### config.mk
export PLATFORM = sky130hd
export DESIGN_NAME = multi_clock_divider
export DESIGN_NICKNAME = d
export VERILOG_FILES = /design/src/rtl/clk_div_pkg.sv /design/src/rtl/clk_div_channel.sv /design/src/rtl/multi_clock_divider.sv
export SDC_FILE = /design/constraint.sdc
export NUM_CORES = 1
export LEC_CHECK = 0
export ABC_AREA = 1
export CAP_MARGIN = 20
export CORE_MARGIN = 10
export CORE_UTILIZATION = 30
export CTS_BUF_LIST = sky130_fd_sc_hd__clkbuf_8
export CTS_CLUSTER_DIAMETER = 50
export DETAILED_ROUTE_END_ITERATION = 12
export MAX_ROUTING_LAYER = met4
export PLACE_DENSITY_LB_ADDON = 0.2
export SLEW_MARGIN = 40
export SYNTH_ARGS = -nofsm -noshare
export SYNTH_HDL_FRONTEND = slang
export SYNTH_SLANG_ARGS = --single-unit
### constraint.sdc
create_clock -name i_clk -period 2.87 [get_ports i_clk]
set_input_delay 0.4305 -clock i_clk [delete_from_list [all_inputs] [get_ports i_clk]]
set_output_delay 0.4305 -clock i_clk [all_outputs]
set_load 0.005 [all_outputs]
### src/rtl/clk_div_pkg.sv
// Shared constants and helpers for the multi-channel clock divider.
// Used by multi_clock_divider and clk_div_channel.
package clk_div_pkg;

    localparam int CLK_HZ       = 50000000;
    localparam int MAX_CHANNELS = 16;

    // Half-period divisor that yields an output of hz from CLK_HZ.
    function automatic int freq_to_div(input int hz);
        return CLK_HZ / (2 * hz);
    endfunction

    // Width of a channel index; never narrower than one bit.
    function automatic int ch_width(input int n);
        return (n > 1) ? $clog2(n) : 1;
    endfunction

endpackage

### src/rtl/clk_div_channel.sv
// One divided-clock channel: counter, output/tick registers and the
// active/pending divisor pair with glitch-free changeover at wraps.
module clk_div_channel
    import clk_div_pkg::*;
#(
    parameter int P_CNT_W       = 26,
    parameter int P_DEFAULT_DIV = 25000000
) (
    input  logic               clk_i,
    input  logic               rst_i,
    input  logic               en_i,
    input  logic               sync_i,
    input  logic               load_i,
    input  logic [P_CNT_W-1:0] load_div_i,
    output logic               pend_o,
    output logic               clk_o,
    output logic               tick_o
);

    logic [P_CNT_W-1:0] cnt_q, cnt_d;
    logic [P_CNT_W-1:0] div_q, div_d;
    logic [P_CNT_W-1:0] pdiv_q, pdiv_d;
    logic               pend_q, pend_d;
    logic               oclk_q, oclk_d;
    logic               tick_q, tick_d;
    logic               park;
    logic               wrap;
    logic               apply;

    // Next-state: park/sync clear, wrap toggles, pending applies at safe points.
    always_comb begin
        cnt_d  = cnt_q;
        div_d  = div_q;
        pdiv_d = pdiv_q;
        pend_d = pend_q;
        oclk_d = oclk_q;
        tick_d = 1'b0;
        park   = ~en_i | (div_q == '0);
        wrap   = ~park & (cnt_q == (div_q - P_CNT_W'(1)));
        apply  = pend_q & (sync_i | park | wrap);

        if (sync_i | park) begin
            cnt_d  = '0;
            oclk_d = 1'b0;
        end else if (wrap) begin
            cnt_d  = '0;
            oclk_d = ~oclk_q;
            tick_d = ~oclk_q;
        end else begin
            cnt_d  = cnt_q + P_CNT_W'(1);
        end

        if (apply) begin
            div_d  = pdiv_q;
            pend_d = 1'b0;
        end

        // Accept only happens while nothing is pending, so it never
        // collides with an apply on the same channel.
        if (load_i) begin
            pdiv_d = load_div_i;
            pend_d = 1'b1;
        end
    end

    // State registers with synchronous reset to the default divisor.
    always_ff @(posedge clk_i) begin
        if (rst_i) begin
            cnt_q  <= '0;
            div_q  <= P_CNT_W'(P_DEFAULT_DIV);
            pdiv_q <= '0;
            pend_q <= 1'b0;
            oclk_q <= 1'b0;
            tick_q <= 1'b0;
        end else begin
            cnt_q  <= cnt_d;
            div_q  <= div_d;
            pdiv_q <= pdiv_d;
            pend_q <= pend_d;
            oclk_q <= oclk_d;
            tick_q <= tick_d;
        end
    end

    assign pend_o = pend_q;
    assign clk_o  = oclk_q;
    assign tick_o = tick_q;

endmodule

### src/rtl/multi_clock_divider.sv
// P_CHANNELS independent divided clocks with a valid/ready divisor load port.
// Optional macro MULTI_CLOCK_DIVIDER_PHASE_SYNC_EN adds i_sync phase alignment.
module multi_clock_divider
    import clk_div_pkg::*;
#(
    parameter int  P_CHANNELS    = 4,
    parameter int  P_CNT_W       = 26,
    parameter int  P_DEFAULT_DIV = 25000000,
    localparam int CH_W          = ch_width(P_CHANNELS)
) (
    input  logic                  i_clk,
    input  logic                  reset,
    input  logic [P_CHANNELS-1:0] i_en,
`ifdef MULTI_CLOCK_DIVIDER_PHASE_SYNC_EN
    input  logic                  i_sync,
`endif
    input  logic                  i_load_valid,
    input  logic [CH_W-1:0]       i_load_ch,
    input  logic [P_CNT_W-1:0]    i_load_div,
    output logic                  o_load_ready,
    output logic [P_CHANNELS-1:0] o_clk,
    output logic [P_CHANNELS-1:0] o_tick
);

    localparam int NPAD = 1 << CH_W;

    logic [P_CHANNELS-1:0] pend;
    logic [P_CHANNELS-1:0] load_we;
    logic [NPAD-1:0]       pend_pad;
    logic                  accept;
    logic                  sync;

`ifdef MULTI_CLOCK_DIVIDER_PHASE_SYNC_EN
    assign sync = i_sync;
`else
    assign sync = 1'b0;
`endif

    // Unused channel codes read as never-pending, so they stay ready.
    always_comb begin
        pend_pad                 = '0;
        pend_pad[P_CHANNELS-1:0] = pend;
    end

    assign o_load_ready = ~pend_pad[i_load_ch];
    assign accept       = i_load_valid & o_load_ready;

    for (genvar g = 0; g < P_CHANNELS; g++) begin : g_ch
        assign load_we[g] = accept & (i_load_ch == CH_W'(g));

        clk_div_channel #(
            .P_CNT_W      (P_CNT_W),
            .P_DEFAULT_DIV(P_DEFAULT_DIV)
        ) u_ch (
            .clk_i     (i_clk),
            .rst_i     (reset),
            .en_i      (i_en[g]),
            .sync_i    (sync),
            .load_i    (load_we[g]),
            .load_div_i(i_load_div),
            .pend_o    (pend[g]),
            .clk_o     (o_clk[g]),
            .tick_o    (o_tick[g])
        );
    end

endmodule

==> results.json <==
{
  "status": "completed",
  "crit_start": "g_ch[1].u_ch.div_q[3]$_SDFFE_PP0P_",
  "ys_types": 42,
  "syn2layout_area_growth_pct": 14.5,
  "synth_compound_area_share_pct": 8.69,
  "fin_ws_ns": 0.265,
  "hold_depth": 3,
  "crit_path_start_kind": "flop",
  "gr-usage-met3_pct": 2.37,
  "leakagePower_nw": 8.23,
  "ys_seq_area_share_pct": 36.2,
  "postLayoutCellArea_um2": 20500,
  "synth-simple-area-share_pct": 37.1,
  "clk_path_buf_depth": 3,
  "vdd_ir_drop_max_uv": 350,
  "post-route-period-util_pct": 90.8,
  "clk_pin_slew_ns": 0.06,
  "wire_per_inst_um": 15.0,
  "grt-busiest-layer": "met2",
  "holdWs_ns": 0.396,
  "grt_pass1_vias": 16100,
  "grtUsageMet1_pct": 20.2,
  "via_per_inst": 4.72,
  "endpoint_kind": "flop",
  "tritoncts": "done",
  "nets": 2812,
  "r2r_slack_ns": 0.26,
  "crit_end": "g_ch[1].u_ch.div_q[4]$_SDFFE_PP0P_",
  "finalSetupViolCount": 0,
  "dp_slack_ns": 0.0679,
  "synth_largest_area_cell": "dfxtp_1",
  "ant_nets": 0,
  "synth.mux.area_fraction_pct": 0,
  "fin_setup_tns_ns": 0,
  "fmax_mhz": 384,
  "reg2regPathDepth": 17,
  "grt_max_degree": 86,
  "syn_avg_cell_area_um2": 6.56,
  "core-area_um2": 59100,
  "die_area_um2": 70000,
  "cts_buffers": 60,
  "clock_sinks": 324,
  "period_minus_slack_ns": 2.61,
  "synthXorXnorAreaFrac_pct": 7.91,
  "placed_area_um2": 19100,
  "crit_fanout": 20,
  "antenna_found_initial": 1,
  "synth_top_area_share_pct": 36.2,
  "syn-cell-area_um2": 17900,
  "crit_arrival_ns": 3.16,
  "grtUsageTotal_pct": 15.4,
  "drt_iter0_drc": 1031,
  "clk_latency_ns": 0.68,
  "hpwl_mm": 39.7,
  "rsz0062_at_grt": "no",
  "r2r-end": "g_ch[1].u_ch.div_q[4]$_SDFFE_PP0P_",
  "port_buffers": 43,
  "wirelength_mm": 53.6,
  "die_h_um": 265,
  "p_per_area_nw_per_um2": 509,
  "hp-class": "primary input to flop",
  "die_w_um": 265,
  "drv_slew": 0,
  "drive_gt1_share_pct": 6.87,
  "synth_cells": 2736,
  "grt_pass1_wl_mm": 86.3,
  "crit_required_ns": 3.43,
  "cts-hold-fix-buffers": 0,
  "ys.flop_type": "dfxtp_1",
  "htreeDepth": 2,
  "syn-num-nets": 2783,
  "vias": 16900,
  "cap_violations": 0,
  "clockRootBuffer": "clkbuf_8",
  "synth_edf_count": 0,
  "slew_headroom_pct": 56.0,
  "firstDrtPassIters": 5,
  "finClkSkew_ns": 0.0209,
  "crit_type": "flop to flop",
  "synth_adder_area_share_pct": 0.837,
  "hold_viol_final": 0,
  "num_rows": 89,
  "start_util_pct": 30.3,
  "synthTopCellsByArea": "dfxtp_1, nand2_1, nor2_1",
  "async_flop_share_pct": 0,
  "ys.warnings.count": 0,
  "max_slew.worst_pin.slew_ns": 0.655,
  "io_pins": 44,
  "drc": 0,
  "grtUsageMet2_pct": 24.0,
  "r2r-start": "g_ch[1].u_ch.div_q[3]$_SDFFE_PP0P_",
  "overflow": 0,
  "ys_seq_elements": 324,
  "final_core_util_pct": 34.7,
  "synth_top_family_by_area": "simple AND/OR/NAND/NOR gates",
  "place.gp.congestion": 0.896
}
[layout by cell type, fill, tap and decap left out, drive strengths merged]
cell type,instances
nand2,615
nor2,477
dfxtp,324
inv,321
nand3,292
a21oi,162
o21ai,128
xor2,101
clkbuf,80
xnor2,56
nand4,49
clkdlybuf4s50,43
nor3,40
buf,29
nand3b,23
nor3b,14
ha,12
nor4,8
clkinv,7
or2,6
o21bai,5
clkinvlp,4
a31oi,3
bufinv,3
and2,2
o21a,2
xnor3,2
diode,1
a221oi,1
a41oi,1
a31o,1
[stage by stage]
step,std cells,total power [mW]
floorplan,2736,5.41
global route,3585,10.9
global placement,3473,5.72
finish,3585,10.4
detailed placement,3473,5.73
CTS,3581,10.6
[routing by layer]
metal / up-vias / wire [µm] / part of all wire [%]
met3: 94 / 2270 / 4.2
met2: 269 / 23700 / 44
met5: - / 0 / 0
li1: 8799 / - / -
met1: 7770 / 26200 / 49
met4: 0 / 1430 / 2.7
[cells in the mapped netlist (12+ instances only)]
cell type,count
a21oi_1,162
buf_2,14
buf_4,18
clkbuf_1,61
dfxtp_1,324
ha_1,12
inv_1,293
nand2_1,604
nand3_1,287
nand3b_1,23
nand4_1,49
nor2_1,449
nor2_2,19
nor3_1,37
nor3b_1,14
o21ai_0,121
xnor2_1,56
xor2_1,101
[sequential cells by signal (all words and copies together), names as in the netlist]
register	count
g_ch.u_ch.pdiv_q	104
g_ch.u_ch.tick_o	4
g_ch.u_ch.pend_o	4
g_ch.u_ch.div_q	104
g_ch.u_ch.cnt_q	104
g_ch.u_ch.clk_o	4
[timing repair]
action,4_1_cts,5_1_grt
gates resized for setup,0,23
setup buffers,0,2
setup endpoints to repair,0,175
[area by class of cell]
cell class,count,area (µm²)
antenna,1,2.50
clock buffer,79,1090
clock inverter,29,208
fill,6422,38600
inverter,306,1150
multi-input combinational,2000,9880
sequential,324,6490
tap,773,967
timing repair buffer,73,764
[worst min-delay path by stage]
stage,startpoint,end,slack (ns)
after floorplan,g_ch[0].u_ch.pdiv_q[11]$_SDFFE_PP0P_,g_ch[0].u_ch.pdiv_q[11]$_SDFFE_PP0P_,0.42
after global placement,g_ch[0].u_ch.pdiv_q[6]$_SDFFE_PP0P_,g_ch[0].u_ch.pdiv_q[6]$_SDFFE_PP0P_,0.43
after detailed placement,g_ch[0].u_ch.pdiv_q[6]$_SDFFE_PP0P_,g_ch[0].u_ch.pdiv_q[6]$_SDFFE_PP0P_,0.44
after CTS,i_en[2],g_ch[2].u_ch.tick_o$_SDFF_PP0_,0.34
after global routing,i_en[2],g_ch[2].u_ch.tick_o$_SDFF_PP0_,0.39
final,i_en[2],g_ch[2].u_ch.tick_o$_SDFF_PP0_,0.40
[power by group]
part / switching [mW] / total (mW) / internal [mW]
combinational: 0.613 / 0.927 / 0.314
sequential: 0.104 / 4.73 / 4.63
clock: 2.08 / 4.79 / 2.71
total: 2.80 / 10.4 / 7.65
[logic make-up after synthesis]
family,Yosys count
simple gates,1526
buf+inv,412
flops,324
compound gates,303
xor+xnor,159
fa+ha+maj,12
[worst max-delay path, stage by stage, from the launching register on]
cell     delay (ns)
dfxtp_1        0.36
nor2_1         0.18
nand2_1        0.17
nor2_4         0.25
nand2_1        0.17
nand2_1        0.09
nand2_1        0.05
nor2_1         0.08
nand2_1        0.06
nor2_1         0.09
nand2_1        0.11
nor2_2         0.21
nand2_2        0.15
nand2_4        0.15
buf_12         0.16
nand3_1        0.08
nand2_1        0.09
nor2_1         0.04
Note: power is estimated with default switching activity, not from simulation.
